## src/rtl/seq_encoder_8to3.sv

```systemverilog
`default_nettype none
// ============================================================================
// Module   : seq_encoder_8to3
// Purpose  : Sequential 8-to-3 priority encoder. A request vector d is
//            latched on accept and then drained one code per transfer.
//            Codes come out lowest set bit first (d[0] has top priority),
//            and {C,B,A} = index, with A as the LSB.
// Ports    : clk        - clock, rising edge
//            rst_n      - asynchronous active-low reset
//            en         - global enable; low freezes state and handshakes
//            req_valid  - d carries a request vector
//            d[7:0]     - request vector, bit i requests code i
//            req_ready  - vector can be accepted this cycle
//            A, B, C    - code bits 0 (LSB), 1 and 2 (MSB)
//            out_valid  - {C,B,A} holds a valid code
//            out_ready  - consumer takes the code this cycle
//            last       - current code is the final pending one
//            pending    - set bits not yet emitted (0..8)
// Revision : 1.0 - initial release
// ============================================================================
module seq_encoder_8to3 (
    input  logic       clk,
    input  logic       rst_n,
    input  logic       en,
    input  logic       req_valid,
    input  logic [7:0] d,
    output logic       req_ready,
    output logic       A,
    output logic       B,
    output logic       C,
    output logic       out_valid,
    input  logic       out_ready,
    output logic       last,
    output logic [3:0] pending
);

    // One-hot encoding leaves 2'b00 and 2'b11 unreachable; both are
    // steered back to idle with the mask cleared.
    localparam logic [1:0] c_IDLE  = 2'b01;
    localparam logic [1:0] c_DRAIN = 2'b10;

    logic [1:0] r_state;
    logic [1:0] w_state_nxt;
    logic [7:0] r_mask;
    logic [7:0] w_mask_nxt;
    logic [3:0] r_pending;
    logic [3:0] w_pending_nxt;

    logic       w_in_idle;
    logic       w_in_drain;
    logic       w_accept;
    logic       w_xfer;
    logic [3:0] w_d_count;
    logic [2:0] w_low_idx;
    logic [7:0] w_low_bit;

    assign w_in_idle  = (r_state == c_IDLE);
    assign w_in_drain = (r_state == c_DRAIN);

    // rst_n gates req_ready so nothing is advertised while reset is held,
    // even though the state register already reads idle.
    assign req_ready = rst_n & en & w_in_idle;
    assign out_valid = en & w_in_drain;
    assign w_accept  = req_ready & req_valid;
    assign w_xfer    = out_valid & out_ready;

    // Population count of the incoming vector, loaded into pending on accept.
    always_comb begin
        w_d_count = 4'd0;
        for (int i = 0; i < 8; i++) begin
            w_d_count = w_d_count + {3'b000, d[i]};
        end
    end

    // Index of the lowest set mask bit; scanning downward lets the lowest
    // index win. An empty mask yields code 0.
    always_comb begin
        w_low_idx = 3'd0;
        for (int i = 7; i >= 0; i--) begin
            if (r_mask[i]) begin
                w_low_idx = 3'(i);
            end
        end
    end

    // Two's-complement trick isolates the lowest set bit for clearing.
    assign w_low_bit = r_mask & (~r_mask + 8'd1);

    always_comb begin
        w_state_nxt   = r_state;
        w_mask_nxt    = r_mask;
        w_pending_nxt = r_pending;
        case (r_state)
            c_IDLE: begin
                if (w_accept) begin
                    w_mask_nxt    = d;
                    w_pending_nxt = w_d_count;
                    w_state_nxt   = (d != 8'd0) ? c_DRAIN : c_IDLE;
                end
            end
            c_DRAIN: begin
                if (w_xfer) begin
                    w_mask_nxt    = r_mask & ~w_low_bit;
                    w_pending_nxt = r_pending - 4'd1;
                    if (r_pending == 4'd1) begin
                        w_state_nxt = c_IDLE;
                    end
                end
            end
            default: begin
                w_state_nxt   = c_IDLE;
                w_mask_nxt    = 8'd0;
                w_pending_nxt = 4'd0;
            end
        endcase
    end

    always_ff @(posedge clk or negedge rst_n) begin
        if (!rst_n) begin
            r_state   <= c_IDLE;
            r_mask    <= 8'd0;
            r_pending <= 4'd0;
        end else begin
            r_state   <= w_state_nxt;
            r_mask    <= w_mask_nxt;
            r_pending <= w_pending_nxt;
        end
    end

    // Code and count derive only from registered state, so they hold
    // steady through stalls and carry no path from d or req_valid.
    assign {C, B, A} = w_low_idx;
    assign last      = out_valid & (r_pending == 4'd1);
    assign pending   = r_pending;

endmodule
`default_nettype wire

```

## config.mk

```make
export PLATFORM = sky130hd
export DESIGN_NAME = seq_encoder_8to3
export DESIGN_NICKNAME = d
export VERILOG_FILES = /design/src/rtl/seq_encoder_8to3.sv
export SDC_FILE = /design/constraint.sdc
export NUM_CORES = 1
export LEC_CHECK = 0
export CAP_MARGIN = 15
export CORE_UTILIZATION = 45
export CTS_BUF_LIST = sky130_fd_sc_hd__clkbuf_4 sky130_fd_sc_hd__clkbuf_8
export CTS_CLUSTER_DIAMETER = 40
export DETAILED_ROUTE_END_ITERATION = 8
export PLACE_DENSITY = 0.77
export REMOVE_ABC_BUFFERS = 1
export SLEW_MARGIN = 10
export SYNTH_ARGS = -nofsm -noshare
export SYNTH_HDL_FRONTEND = slang
export SYNTH_SLANG_ARGS = --single-unit
```

## constraint.sdc

```tcl
create_clock -name clk -period 2.4 [get_ports clk]
set_input_delay 0.48 -clock clk [delete_from_list [all_inputs] [get_ports clk]]
set_output_delay 0.48 -clock clk [all_outputs]
set_load 0.005 [all_outputs]
```

; ---- Yosys cells after proc, flatten, opt, wreduce, memory -nomap -nowiden
; Cells that the tools add are included.
[classes]
n_addsub = 9
n_mul = 0
n_div = 0
magnitude_cmp = 0
eq_ne = 6
shifts = 0
n_mux = 19
bitwise_logic = 10
n_reduce_logical = 3
[op_table]
columns = cell, n
row1 = 3-bit two-way mux, 8
row2 = 4-bit by 1-bit adder with 4-bit output, 4
row3 = 8-bit bitwise AND, 2
row4 = 8-bit two-way mux, 2
row5 = 8-bit inverter, 2
row6 = 8-bit one-hot mux with 2 select lines, 1
row7 = 8-bit by 1-bit adder with 8-bit output (second input constant), 1
row8 = 2-bit two-way mux, 4
row9 = 4-bit two-way mux, 2
row10 = 4-bit one-hot mux with 2 select lines, 1
row11 = 8-bit nonzero test, 1
row12 = 1-bit bitwise AND, 6
row13 = 2-bit by 1-bit != test with 1-bit output (second input constant), 3
row14 = 3-bit by 1-bit adder with 4-bit output, 1
row15 = 4-bit by 1-bit equality test with 1-bit output (second input constant), 1
row16 = 2-bit one-hot mux with 2 select lines, 1
row17 = 4-bit by 1-bit subtractor with 4-bit output (second input constant), 1
row18 = 2-bit by 1-bit adder with 3-bit output, 1
row19 = 3-bit AND reduction, 1
row20 = 1-bit by 1-bit adder with 2-bit output, 1
row21 = 2-bit by 1-bit equality test with 1-bit output (second input constant), 1
row22 = 2-bit equality test (second input constant), 1
row23 = 2-bit AND reduction, 1
[word_totals]
regBits = 14
latch_bits = 0
mem_bits_rw = 0
rom_bits = 0
inputBits = 13
out_inout_bits = 10
word_cells = 50
n_memories = 0

; ---- Logic depth before layout (Yosys ltp)
; Gate-level depths: netlist of run 1.
[logic_depth]
depth_word = 9
ltp_mapped = 12
ltp_nobuf = 12

; ---- Worst setup path before layout of run 1
; Ideal clock, no wire load.
[synth_path]
kind = input port to flip-flop
start = input d[0]
end = register r_pending[2] (netlist: pending[2])
setup_time_ps = 126
arrival_ps = 2990
required_time_ps = 2274
slack_ps = -716
cell_stages = 10
n_path_buf = 0
cell_sequence = fa_1 inv_1 fa_1 fa_1 inv_1 ha_1 inv_1 fa_1 xnor2_1 a221o_1
[synth_between]
elab_chain_len = 9
[synth_rtl]
columns = item, line
row1 = from (decl), 26  ; input logic [7:0] d,
row2 = 1-bit by 1-bit adder with 2-bit output, 71  ; w_d_count = w_d_count + {3'b000, d[i]};
row3 = 2-bit by 1-bit adder with 3-bit output, 71
row4 = 3-bit by 1-bit adder with 4-bit output, 71
row5 = 4-bit by 1-bit adder with 4-bit output (4 in series), 71
row6 = 4-bit two-way mux, 95  ; if (w_accept) begin
row7 = 4-bit one-hot mux with 2 select lines, 93  ; case (r_state)
row8 = to (signal assigned), 126  ; r_pending <= w_pending_nxt;
row9 = to (decl), 46  ; logic [3:0] r_pending;
; No other way between the ends. The select of a mux whose other input is x is not followed.
; A chain may end at the register's enable or synchronous reset.

; ---- Worst setup path after layout of run 1
[layout_path]
start = input d[0]
end = register r_pending[1] (netlist: pending[1])
; The elaborated chain is that of the path after synthesis.

==> flow_metrics.tcl, run 1 <==
set metrics [dict create \
    setup_slack_ps -609 \
    required_ps 2620 \
    min_period_over_period 1.25 \
    htree_num_levels 1 \
    grt-ovfl-total 0 \
    num-nets-final 194 \
    port_buffers 22 \
    drive_gt1_frac 0.220 \
    hold_viol_final 0 \
    placed_cells 188 \
    power_frac_comb 0.654 \
    synth_xor_area_frac 0.00795 \
    drt_iter0_markers 50 \
    viasPerCell 5.77 \
    synthArstFlopShare 1.00 \
    yosys_warnings 0 \
    row_count 17 \
    dr.pass1.iters 5 \
    netlist_area_um2 1100 \
    finalCriticalPeriod_ps 3010 \
    powerDensity_nw_per_um2 1050 \
    hold_path_class "input port to register" \
    fp.dieW_um 51.5 \
    drv_cap 0 \
    power_frac_seq 0.237 \
    crit_type "input port to register" \
    wl_per_cell_um 16.1 \
    postRouteAntennaNets 0 \
    syn_to_final_growth_pct 40.1 \
    clkPwrFrac 0.109 \
    io_pins 23 \
    place_area_um2 1440 \
    cts_tree "done" \
    max_freq_mhz 332 \
    cts.clk_slew.worst_paths_ps 100 \
    post-dp-hpwl_um 2320 \
    synthMuxAreaShare 0 \
    status "finished with violations" \
    ys_seq_area_frac 0.319 \
    hold_buffers 0 \
    final_util 0.684 \
    final_cells 196 \
    synth_fa_ha_area_frac 0.164 \
    initial_core_util 0.488 \
    routed-via-count 1130 \
    synth-simple-area-share 0.224 \
    rsz0062_at_grt "true" \
    dp_worst_setup_slack_ps -1320 \
    antenna_found_initial 0 \
    holdWs_ps 507 \
    synth_compound_area_frac 0.202 \
    cts-root-buf "clkbuf_4" \
    finalSetupViolations 4 \
    p_leak_nw 0.747 \
    arrival_ps 3230 \
    finalPower_mw 1.62 \
    tightest_slew_ps 500 \
    tns_ps -1730 \
    drc 0 \
    routed_wl_um 3150 \
    p_sw_mw 0.680 \
    grt_pass1_vias 1133 \
    endpoint_kind "register" \
    synth_top_family_by_area "simple AND/OR/NAND/NOR gates" \
    syn_area_per_cell_um2 8.60 \
    setup.worst_path.start_class "input port" \
    fp.dieH_um 51.5 \
    ir_drop_mv 0.575 \
    yosys_most_used_dff "dfrtp_1" \
    diodes 0 \
    gp_congestion 0.892 \
    internal-power_mw 0.938 \
    clock_path_buffers 2 \
    slew_violations 0 \
    grt_max_degree 12 \
    synth_edf_count 0 \
    switching_share 0.420 \
    cts_sinks 14 \
    core_area_um2 2250 \
    fin_area_um2 1540 \
    die_area_um2 2650 \
    violations "setup timing" \
    yosys.cell_types.count 39 \
    relSlewSlack 0.665 \
    grt_pass1_wl_um 4980 \
    clkLatencyLatePin_ps 290 \
    cts_buffers 3 \
    synthCells 128 \
    synth_seq_cells 14 \
    fin_skew_ps 10.8 \
    grt_usage 0.262 \
    cp_max_fo 2 \
]
critical path: stages:
cell	delay, ps
buf_6	100
fa_1	560
inv_2	40
fa_1	440
fa_1	520
inv_2	50
ha_4	150
inv_2	50
fa_2	430
nand2b_4	160
a21oi_2	120
nand2_1	60
o21ai_1	60
sequential cells by signal (all words and copies together), names as in the netlist:
register / flops
r_mask: 8
r_state: 2
pending: 4
final timing paths:
path,cells after the start,to,startpoint,slack (ps)
max in group asynchronous,2,r_state[0]$_DFFE_PN1P_,rst_n,1580
worst min register to register,1,r_state[0]$_DFFE_PN1P_,r_state[0]$_DFFE_PN1P_,550
min in group asynchronous,2,pending[1]$_DFFE_PN0P_,rst_n,540
worst min-delay path,4,r_mask[0]$_DFFE_PN0P_,d[0],510
worst max-delay path,13,pending[1]$_DFFE_PN0P_,d[0],-610
worst max register to register,5,r_mask[6]$_DFFE_PN0P_,r_state[0]$_DFFE_PN1P_,340
per-layer routing:
layer,track usage,share of wire
met4,0.126,0.021
met3,0.0446,0.059
met5,0,0
met2,0.450,0.51
met1,0.312,0.41
cell usage after synthesis, drive strengths merged, types with 2 or more instances:
master / number / area [µm²]
inv: 19 / 71.3
buf: 4 / 20.0
a22o: 2 / 17.5
nor2: 5 / 18.8
nor2b: 2 / 12.5
a211o: 2 / 17.5
ha: 8 / 100
nor3: 5 / 25.0
nand2: 10 / 37.5
nand3: 7 / 35.0
a32oi: 2 / 17.5
a21oi: 6 / 30.0
or4: 2 / 18.8
o21ai: 10 / 50.1
a21o: 2 / 15.0
nand2b: 4 / 25.0
and3: 2 / 12.5
fa: 4 / 80.1
nand4: 2 / 12.5
dfrtp: 13 / 325
cells by family after synthesis:
kind of cell	after synthesis
XOR/XNOR	1
buffers and inverters	23
adder cells (fa/ha/maj)	12
AO/OA/AOI/OAI	33
AND/OR/NAND/NOR	45
flip-flops	14
final cells by class:
class / count / area (µm²)
flip-flops and latches: 14 / 352
inverters: 19 / 71.3
clock buffers: 4 / 36.3
repair buffers: 40 / 355
multi-input cells: 91 / 693
fillers: 187 / 712
well taps: 28 / 35.0
power by group through the flow:
stage	logic [mW]	registers (mW)	clock network, mW
2_1_floorplan	0.564	0.379	0
3_3_place_gp	0.918	0.394	0
3_5_place_dp	0.940	0.398	0
4_1_cts	1.02	0.381	0.177
5_1_grt	1.17	0.391	0.188
6_report	1.06	0.383	0.176
cell usage in the layout (no fill, tap or decap), drive strengths merged, types with 4 or more instances in the layout:
| cell | instances |
|---|---|
| o21ai | 10 |
| ha | 8 |
| nor2 | 5 |
| clkdlybuf4s50 | 18 |
| inv | 19 |
| nand2b | 4 |
| clkbuf | 4 |
| a21oi | 6 |
| nand2 | 10 |
| buf | 21 |
| dfrtp | 13 |
| nand3 | 7 |
| fa | 4 |
| nor3 | 5 |
repair_timing:
action / 4_1_cts / 5_1_grt
setup buffers: 2 / 2
pin swaps: 9 / 8
gates resized for setup: 21 / 5
endpoints found under the setup margin: 5 / 5
Note: power is estimated with default switching activity, not from simulation.
==> run 2, diff against run 1 <==
Settings changed: CORE_MARGIN set to 3, HOLD_SLACK_MARGIN set to 0.06.
==> flow_metrics.tcl, run 2 (synthesized netlist as in run 1, its figures left out) <==
set metrics [dict create \
    status "finished with violations" \
    violations "setup timing" \
    cts.clk_slew.worst_paths_ps 110 \
    grt_usage 0.213 \
    hold_viol_final 0 \
    wl_per_cell_um 15.1 \
    die_area_um2 3080 \
    largest_reg_flops 8 \
    cts_tree "done" \
    rsz0062_at_grt "true" \
    dp_worst_setup_slack_ps -1300 \
    tightest_slew_ps 485 \
    crit_type "input port to register" \
    relSlewSlack 0.675 \
    viasPerCell 5.45 \
    gp_congestion 0.950 \
    clkLatencyLatePin_ps 300 \
    drv_cap 0 \
    finalCriticalPeriod_ps 2930 \
    grt_pass1_wl_um 5180 \
    max_freq_mhz 342 \
    grt_pass1_vias 1083 \
    min_period_over_period 1.22 \
    cp_cell_sequence "buf_8 -> fa_1 -> inv_1 -> fa_1 -> fa_1 -> inv_2 -> ha_4 -> inv_2 -> fa_2 -> xnor2_1 -> a221o_1" \
    dr.pass1.iters 4 \
    clock_path_buffers 2 \
    htree_num_levels 1 \
    cts_sinks 14 \
    row_count 17 \
    reg2reg_depth 6 \
    r2r-start "r_state[0]$_DFFE_PN1P_" \
    drt_iter0_markers 29 \
    setup.worst_path.start_class "input port" \
    post-dp-hpwl_um 2260 \
    cts_buffers 3 \
    drive_gt1_frac 0.208 \
    num-nets-final 194 \
    cp_common_cell "fa_1" \
    grt-ovfl-total 0 \
    routed_wl_um 2970 \
    fp.dieW_um 55.5 \
    place_area_um2 1440 \
    slew_violations 0 \
    setup_slack_ps -527 \
    layout_commonest_cell "buf_4" \
    postRouteAntennaNets 0 \
    drc 0 \
    fp.dieH_um 55.5 \
    initial_core_util 0.484 \
    syn_to_final_growth_pct 39.1 \
    hold_path_class "input port to async pin" \
    critical-path-slowest-cell "fa_1" \
    core_area_um2 2280 \
    cp_max_fo 2 \
    arrival_ps 3120 \
    regMostFlops "r_mask" \
    ir_drop_mv 0.562 \
    fin_skew_ps 16.0 \
    r2r_setup_slack_ps 270 \
    cts-root-buf "clkbuf_4" \
    mostFrequentLayoutCells "buf_4 (18), inv_1 (17), clkdlybuf4s50_1 (16)" \
    critPathCapture "pending[2]$_DFFE_PN0P_" \
    io_pins 23 \
    port_buffers 22 \
    crit_start "d[3]" \
    diodes 0 \
    r2r-end "pending[3]$_DFFE_PN0P_" \
    hold_buffers 0 \
    fin_area_um2 1530 \
    required_ps 2590 \
    grt_max_degree 12 \
    powerDensity_nw_per_um2 1030 \
    tns_ps -1560 \
    slowest_delay_ps 520 \
    routed-via-count 1069 \
    p_leak_nw 0.761 \
    endpoint_kind "register" \
    finalSetupViolations 4 \
    antenna_found_initial 0 \
]
==> run 2: layout make-up <==
cell class / count / area, µm²
clock buffer: 4 / 30.0
fill: 190 / 744
inverter: 19 / 71.3
multi-input combinational: 91 / 689
sequential: 14 / 352
tap: 28 / 35.0
timing repair buffer: 40 / 354
==> run 2: per-stage QoR <==
| stage | power, mW | std cells | util | hold WS [ps] |
|---|---|---|---|---|
| after floorplan | 0.943 | 124 | - | 184 |
| after global placement | 1.31 | 188 | 0.633 | 524 |
| after detailed placement | 1.33 | 188 | 0.633 | 539 |
| after CTS | 1.57 | 195 | 0.666 | 518 |
| after global routing | 1.72 | 196 | 0.673 | 518 |
| final | 1.57 | 196 | 0.673 | 514 |
==> run 2: timing repair <==
action | CTS | global route
cloned | 0 | 0
pin swaps | 7 | 6
gates resized for setup | 22 | 3
endpoints found under the setup margin | 5 | 5
setup buffers | 3 | 1
==> run 2: worst min path at each step <==
stage	startpoint	slack [ps]	endpoint	cells past startpoint
6_report	rst_n	510	pending[0]$_DFFE_PN0P_	2
5_1_grt	rst_n	520	pending[0]$_DFFE_PN0P_	2
4_1_cts	rst_n	520	pending[0]$_DFFE_PN0P_	2
3_5_place_dp	r_mask[7]$_DFFE_PN0P_	540	r_mask[7]$_DFFE_PN0P_	2
3_3_place_gp	r_mask[6]$_DFFE_PN0P_	520	r_mask[6]$_DFFE_PN0P_	1
2_1_floorplan	rst_n	180	pending[0]$_DFFE_PN0P_	0
==> run 2: power breakdown <==
group          switching (mW)  total (mW)  leakage (nW)  internal, mW
Clock                  0.0903       0.166        0.0184        0.0760
Sequential             0.0667       0.381         0.187         0.314
Combinational           0.503        1.03         0.556         0.525
==> run 2: worst max-delay path, delay by kind of cell <==
kind,cells,cell delay (ps)
buffers and inverters,4,270
AO/OA/AOI/OAI,1,350
adder cells (fa/ha/maj),5,1910
XOR/XNOR,1,130
==> run 2: per-layer routing <==
| layer | part of all wire | track usage |
|---|---|---|
| met1 | 0.48 | 0.300 |
| met2 | 0.46 | 0.326 |
| met3 | 0.045 | 0.0257 |
| met4 | 0.016 | 0.0938 |
| met5 | 0 | 0 |
==> run 3, diff against run 2 <==
Settings changed: PLACE_DENSITY 0.77 to 0.8, SETUP_SLACK_MARGIN set to 0.1.
Clock period 2.4 ns to 2.5 ns, I/O delays scaled along.
==> flow_metrics.tcl, run 3 (synthesized netlist as in run 1, its figures left out) <==
set metrics [dict create \
    cts_tree "done" \
    hold_path_startpoint "d[1]" \
    drv_cap 0 \
    slowest_delay_ps 530 \
    rsz0062_at_grt "true" \
    fp.dieH_um 55.5 \
    dp_worst_setup_slack_ps -1260 \
    largest_reg_flops 8 \
    slew_violations 0 \
    cts_sinks 14 \
    required_ps 2720 \
    relSlewSlack 0.679 \
    die_area_um2 3080 \
    regMostFlops "r_mask" \
    fp.dieW_um 55.5 \
    mostFrequentLayoutCells "clkdlybuf4s50_1 (18), buf_4 (18), inv_1 (17)" \
    critical-path-slowest-cell "fa_1" \
    row_count 17 \
    setup.worst_path.start_class "input port" \
    dr.pass1.iters 4 \
    r2r-start "r_state[0]$_DFFE_PN1P_" \
    syn_to_final_growth_pct 40.2 \
    drc 0 \
    cp_cell_sequence "buf_6 -> fa_1 -> inv_1 -> fa_1 -> fa_1 -> inv_2 -> ha_4 -> inv_2 -> fa_2 -> nand2b_4 -> a21oi_2 -> nand2_1 -> o21ai_1" \
    crit_family "adder cells" \
    postRouteAntennaNets 0 \
    p_leak_nw 0.752 \
    use_met3 0.0491 \
    endpoint_kind "register" \
    drive_gt1_frac 0.220 \
    viasPerCell 5.59 \
    finalSetupViolations 4 \
    crit_type "input port to register" \
    routed_wl_um 3030 \
    initial_core_util 0.484 \
    cp_common_cell "fa_1" \
    drt_iter0_markers 35 \
    ir_drop_mv 0.692 \
    finalPower_mw 1.55 \
    hold_viol_final 0 \
    cts.clk_slew.worst_paths_ps 100 \
    routed-via-count 1095 \
    grt-busiest-layer "met2" \
    hold_path_class "input port to register" \
    gp_congestion 0.873 \
    holdWs_ps 524 \
    grt-ovfl-total 0 \
    htree_num_levels 1 \
    post-dp-hpwl_um 2280 \
    finalCriticalPeriod_ps 3010 \
    grt_max_degree 11 \
    grt_usage 0.204 \
    clock_path_buffers 2 \
    violations "setup timing" \
    gr-usage-met2 0.341 \
    min_period_over_period 1.20 \
    antenna_found_initial 0 \
    num-nets-final 194 \
    max_freq_mhz 333 \
    wl_per_cell_um 15.4 \
    path_buf_inv 4 \
    port_buffers 22 \
    cts-root-buf "clkbuf_4" \
    r2r_setup_slack_ps 410 \
    diodes 0 \
    grt_pass1_vias 1124 \
    fin_skew_ps 9.05 \
    setup_slack_ps -507 \
    tightest_slew_ps 480 \
    cts_buffers 3 \
    clkLatencyLatePin_ps 290 \
    crit_start "d[1]" \
    arrival_ps 3230 \
    io_pins 23 \
    powerDensity_nw_per_um2 1010 \
    cp_max_fo 2 \
    core_area_um2 2280 \
    met1_usage 0.258 \
    status "finished with violations" \
    tns_ps -1290 \
    grt_pass1_wl_um 5130 \
]
==> run 3: cell count changes in the layout (fill, tap and decap cells not counted), sizes merged <==
cell,delta
dlygate4sd2,-1
clkdlybuf4s50,+2
dlymetal6s2s,-1
==> run 3: routing by layer <==
metal  routed length [µm]  part of all wire
met1                 1330              0.44
met2                 1510              0.50
met3                  154             0.051
met4                   38             0.013
met5                    0                 0
==> run 3: worst paths after layout <==
| check | end | cells past startpoint |
|---|---|---|
| setup / recovery | pending[1]$_DFFE_PN0P_ | 13 |
| hold / removal | r_mask[1]$_DFFE_PN0P_ | 4 |
| setup reg to reg | r_mask[3]$_DFFE_PN0P_ | 8 |
| hold reg to reg | r_state[0]$_DFFE_PN1P_ | 1 |
| max in group asynchronous | r_mask[5]$_DFFE_PN0P_ | 2 |
| min in group asynchronous | pending[1]$_DFFE_PN0P_ | 2 |
==> run 3: metrics by stage <==
stage          cells  area [µm²]   util
2_1_floorplan    124        1080      -
3_3_place_gp     188        1440  0.633
3_5_place_dp     188        1440  0.633
4_1_cts          195        1530  0.672
5_1_grt          196        1540  0.678
6_report         196        1540  0.678
==> run 3: layout make-up <==
cell class / instances / area (µm²)
clock buffer: 4 / 36.3
fill: 186 / 732
inverter: 19 / 71.3
multi-input combinational: 91 / 701
sequential: 14 / 352
tap: 28 / 35.0
timing repair buffer: 40 / 349
==> run 3: tightest hold or removal path: stages <==
cell and delay [ps]:
buf_6 80, buf_4 100, a32oi_1 50, o21ai_1 60
==> run 3: where the power goes <==
group	internal [mW]	switching, mW
clock network	0.0886	0.0825
logic	0.517	0.501
registers	0.301	0.0633
total	0.907	0.647
==> run 3: repair_timing <==
action | in CTS | in global routing
setup buffers | 3 | 1
gates resized for setup | 22 | 2
endpoints found under the setup margin | 5 | 5
hold endpoints to repair | 0 | 0
pin swaps | 8 | 4
hold buffers | 0 | 0
